--- src/rtl/gcd_ci_pkg.sv ---
// Shared types and constants for the GCD custom-instruction unit.
package gcd_ci_pkg;

  localparam int WIDTH = 32;
  localparam int K_W   = 6;

  typedef enum logic [2:0] {
    IDLE,
    INIT,
    STRIP,
    REDUCE,
    FINISH
  } state_t;

  typedef logic [WIDTH-1:0] word_t;
  typedef logic [K_W-1:0]   kcnt_t;

endpackage

--- src/rtl/gcd_ci_step.sv ---
// One REDUCE iteration of binary GCD: halve an even operand, or replace the
// larger of two odd operands by half their difference.
module gcd_ci_step
  import gcd_ci_pkg::*;
(
  input  word_t u_i,
  input  word_t v_i,
  output word_t u_o,
  output word_t v_o,
  output logic  equal_o
);

  // NOTE: every output gets a default before the if-chain so no path leaves it
  // unassigned, which would otherwise infer a latch.
  always_comb begin
    u_o     = u_i;
    v_o     = v_i;
    equal_o = (u_i == v_i);
    if (!equal_o) begin
      if (!u_i[0]) begin
        u_o = u_i >> 1;
      end else if (!v_i[0]) begin
        v_o = v_i >> 1;
      end else if (u_i > v_i) begin
        u_o = (u_i - v_i) >> 1;
      end else begin
        v_o = (v_i - u_i) >> 1;
      end
    end
  end

endmodule

--- src/rtl/gcd_ci_core.sv ---
// Nios II-style multicycle custom instruction computing gcd(dataa, datab)
// with Stein's algorithm; latency bounded by operand width.
module gcd_ci_core
  import gcd_ci_pkg::*;
(
  input  logic  clk,
  input  logic  rst,
  input  logic  clk_en,
  input  logic  start,
  input  word_t dataa,
  input  word_t datab,
  output logic  done,
  output word_t result
);

  state_t state_q, state_d;
  word_t  u_q, u_d;
  word_t  v_q, v_d;
  kcnt_t  k_q, k_d;
  word_t  result_q, result_d;

  word_t  step_u, step_v;
  logic   step_equal;

  gcd_ci_step u_step (
    .u_i     (u_q),
    .v_i     (v_q),
    .u_o     (step_u),
    .v_o     (step_v),
    .equal_o (step_equal)
  );

  // Reset wins over clk_en; with clk_en low every register simply holds.
  // NOTE: sequential state uses non-blocking assignments so all registers
  // update together from values sampled at the same edge.
  always_ff @(posedge clk) begin
    if (!rst) begin
      state_q  <= IDLE;
      u_q      <= '0;
      v_q      <= '0;
      k_q      <= '0;
      result_q <= '0;
    end else if (clk_en) begin
      state_q  <= state_d;
      u_q      <= u_d;
      v_q      <= v_d;
      k_q      <= k_d;
      result_q <= result_d;
    end
  end

  always_comb begin
    state_d  = state_q;
    u_d      = u_q;
    v_d      = v_q;
    k_d      = k_q;
    result_d = result_q;
    unique case (state_q)
      IDLE: begin
        if (start) begin
          u_d     = dataa;
          v_d     = datab;
          k_d     = '0;
          state_d = INIT;
        end
      end
      INIT: begin
        if (u_q == '0) begin
          result_d = v_q;
          state_d  = FINISH;
        end else if (v_q == '0) begin
          result_d = u_q;
          state_d  = FINISH;
        end else begin
          state_d = STRIP;
        end
      end
      STRIP: begin
        // Common factors of two are removed here and restored via k at the end.
        if (!u_q[0] && !v_q[0]) begin
          u_d = u_q >> 1;
          v_d = v_q >> 1;
          k_d = k_q + kcnt_t'(1);
        end else begin
          state_d = REDUCE;
        end
      end
      REDUCE: begin
        if (step_equal) begin
          result_d = u_q << k_q;
          state_d  = FINISH;
        end else begin
          u_d = step_u;
          v_d = step_v;
        end
      end
      FINISH: begin
        state_d = IDLE;
      end
      default: begin
        state_d = IDLE;
      end
    endcase
  end

  assign done   = (state_q == FINISH);
  assign result = result_q;

endmodule

--- config.mk ---
export PLATFORM = sky130hd
export DESIGN_NAME = gcd_ci_core
export DESIGN_NICKNAME = d
export VERILOG_FILES = /design/src/rtl/gcd_ci_pkg.sv /design/src/rtl/gcd_ci_step.sv /design/src/rtl/gcd_ci_core.sv
export SDC_FILE = /design/constraint.sdc
export NUM_CORES = 1
export LEC_CHECK = 0
export CORE_ASPECT_RATIO = 0.9
export CORE_MARGIN = 2
export CORE_UTILIZATION = 40
export DETAILED_ROUTE_END_ITERATION = 6
export PLACE_DENSITY_LB_ADDON = 0.15
export SLEW_MARGIN = 20
export SYNTH_ARGS = -nofsm -noshare
export SYNTH_HDL_FRONTEND = slang
export SYNTH_HIERARCHICAL = 1
export SYNTH_SLANG_ARGS = --single-unit
export TNS_END_PERCENT = 100
--- constraint.sdc ---
create_clock -name clk -period 4.45 [get_ports clk]
set_input_delay 1.1125 -clock clk [delete_from_list [all_inputs] [get_ports clk]]
set_output_delay 1.1125 -clock clk [all_outputs]
set_load 0.03 [all_outputs]
==> results.yml <==
placement:
  gp_congestion: 0.976
  portBuffers: 100
  post_dp_cell_area_mm2: 0.0142
  placedCellCount: 2131
  dp_hpwl_mm: 40.2
clock_network:
  cts_root_buffer: "clkbuf_16"
  clk_path_buf_depth: 2
  htree_num_levels: 3
  cts_tree: "yes"
  cts_made_buffers: 9
  ctsHoldBuffers: 0
  cts.sinks: 105
  post_cts_resized: 0
  path_clk_slew_ps: 80
  clock_latency_ps: 380
  cts_setup_buffers: 0
power:
  p_leak_nw: 5.26
  power.density_mw_per_mm2: 310
  max-vdd-ir-drop_uv: 202
synthesis:
  synth_common_cells: "a21oi_1, nor2_1, mux2i_1"
  synth-async-reset-ratio_pct: 0
  ys_seq_area_share_pct: 16.7
  synth-simple-area-share_pct: 17.9
  synth.area.mux_share_pct: 15.1
  syn_area_per_cell_um2: 7.51
  synth_compound_area_share_pct: 31.3
  synth_top_area_share_pct: 16.7
  syn_inst: 1677
  synthDistinctLibCells: 88
  yosysWarnings: 6
  synth_top_area_cell: "dfxtp_1"
  synth.most_common_cell: "a21oi_1"
  syn-cell-area_mm2: 0.0126
  syn-num-nets: 1811
  synth.area.top_cells: "dfxtp_1, mux2i_1, a21oi_1"
  ys_ff_latch: 105
  ys.flop_type: "dfxtp_1"
  synth_edf_count: 0
  synth_adder_area_share_pct: 6.67
  synth_xor_area_share_pct: 3.89
  synth_top_family_by_area: "compound AO/OA/AOI/OAI gates"
critical_path:
  path_max_fanout: 23
  arrival_ps: 4360
  cp_data_required_time_ps: 4770
  r2r_cells: 14
  critPathKind: "reg -> reg"
  endpoint_kind: "flop"
  r2r_slack_ps: 410
  worstSetupStartpointType: "flop"
floorplanning:
  ios: 101
  start_util_pct: 40.7
  die_h_um: 172
  die-width_um: 191
  dieArea_mm2: 0.0329
  coreArea_mm2: 0.0310
  rows: 61
timing:
  hold_viol: 0
  tightest_slew_ps: 1010
  tns_ps: 0
  fin_worst_skew_ps: 11.3
  hold_slack_ps: 515
  slew_headroom_pct: 32.1
  setup-violations-final: 0
  fmax_mhz: 247
  slew_viol_final: 0
  period_share_pct: 90.8
  rsz0062_at_grt: "false"
  post-route-min-period_ps: 4040
drt:
  drc_errors: 0
  viasPerCell: 6.25
  firstDrtPassIters: 5
  wl_per_cell_um: 24.4
  dr_total_vias: 13400
  drt_iter0_markers: 1580
  antenna_left: 0
  wirelength_mm: 52.4
finish:
  insertedDiodeCount: 0
  drive_gt1_share_pct: 11.7
  stdcell_count: 2147
  fin_nets: 1867
  fin_util_pct: 46.7
  area_growth_pct: 14.9
  design_area_mm2: 0.0145
outcome:
  status: "completed"
grt:
  grt_first_pass_wirelength_mm: 78.7
  grt_pass1_vias: 12500
  antenna_found_initial: 0
  gr-total-overflow: 0
  gr-usage-all-layers_pct: 31.5
  grt_max_degree: 127
hold_path:
  hold_path_class: "reg -> reg"
  hold_depth: 1
job:
  maxCapViolations: 0
[metal layers]
metal / global-route usage (%) / up-vias / share of wire (%)
li1: - / 6287 / -
met1: 43.8 / 6434 / 45
met2: 48.7 / 607 / 43
met3: 6.07 / 85 / 8.1
met4: 10.8 / 0 / 3.2
met5: 0 / - / 0
[where the power goes]
part	internal (mW)	total, mW	leakage (nW)	switching (mW)
clock network	0.394	0.862	0.136	0.467
logic	0.989	2.56	4.27	1.57
registers	0.994	1.07	0.856	0.0752
total	2.38	4.49	5.26	2.11
[cell usage in the layout (no fill, tap or decap), types with 9 or more instances in the layout]
| cell type | Yosys | final |
|---|---|---|
| a211oi_1 | 72 | 72 |
| a21o_1 | 32 | 32 |
| a21oi_1 | 193 | 193 |
| a222oi_1 | 12 | 12 |
| a31oi_1 | 34 | 34 |
| and2_1 | 10 | 10 |
| and3_1 | 19 | 19 |
| buf_4 | 10 | 95 |
| clkbuf_16 | 0 | 9 |
| clkdlybuf4s50_1 | 0 | 99 |
| dfxtp_1 | 105 | 100 |
| ha_1 | 64 | 64 |
| inv_1 | 78 | 78 |
| mux2_2 | 25 | 25 |
| mux2i_1 | 112 | 112 |
| mux4_2 | 22 | 22 |
| nand2_1 | 96 | 96 |
| nand2b_1 | 11 | 11 |
| nand3_1 | 26 | 26 |
| nand4_1 | 16 | 16 |
| nor2_1 | 127 | 127 |
| nor2b_1 | 81 | 80 |
| nor3_1 | 17 | 17 |
| nor4_1 | 18 | 18 |
| o211ai_1 | 11 | 11 |
| o21a_1 | 14 | 14 |
| o21ai_0 | 96 | 96 |
| o221ai_1 | 12 | 12 |
| o22ai_1 | 31 | 31 |
| xnor2_1 | 29 | 29 |
| xor2_1 | 27 | 27 |
[cell type report]
cell class	instances	area, µm²
Multi-Input combinational cell	1335	9450
Inverter	82	308
Clock buffer	9	225
Fill cell	3228	16500
Sequential cell	105	2110
Tap cell	409	512
Timing Repair Buffer	200	1810
Clock inverter	7	63.8
[logic make-up (layout without fill, tap and decap cells)]
group | after synthesis | in the layout
flops | 105 | 105
xor+xnor | 56 | 56
buf+inv | 237 | 298
mux | 159 | 159
fa+ha+maj | 66 | 66
simple gates | 449 | 449
compound gates | 605 | 605
[registers in the layout (all words and copies together) (netlist names)]
name and cells:
result 32, u_q 32, v_q 32, k_q 6
state_q 3
[path summary, 6_finish.rpt]
path | start | to
worst max-delay path | v_q[21]$_SDFFE_PN0P_ | v_q[9]$_SDFFE_PN0P_
worst min register to register | result[6]$_SDFFE_PN0P_ | result[6]$_SDFFE_PN0P_
worst min-delay path | result[6]$_SDFFE_PN0P_ | result[6]$_SDFFE_PN0P_
worst max register to register | v_q[21]$_SDFFE_PN0P_ | v_q[9]$_SDFFE_PN0P_
[worst max-delay path, cell delays in order (launching register included)]
cell and delay (ps):
dfxtp_1 520, ha_1 430, nand4_1 440, nor2_1 100, and3_1 280, a211oi_4 440
o21ai_2 220, a21oi_2 570, buf_12 240, nor2_1 50, a21oi_1 110, mux2i_1 90
a211oi_1 310, a21oi_1 70, nor2b_1 110
[metrics by stage]
stage	worst slack [ps]	total power, mW
2_1_floorplan	928	2.76
3_3_place_gp	647	3.58
3_5_place_dp	567	3.57
4_1_cts	528	4.44
5_1_grt	229	4.73
6_report	408	4.49
(Power assumes the default switching activity.)
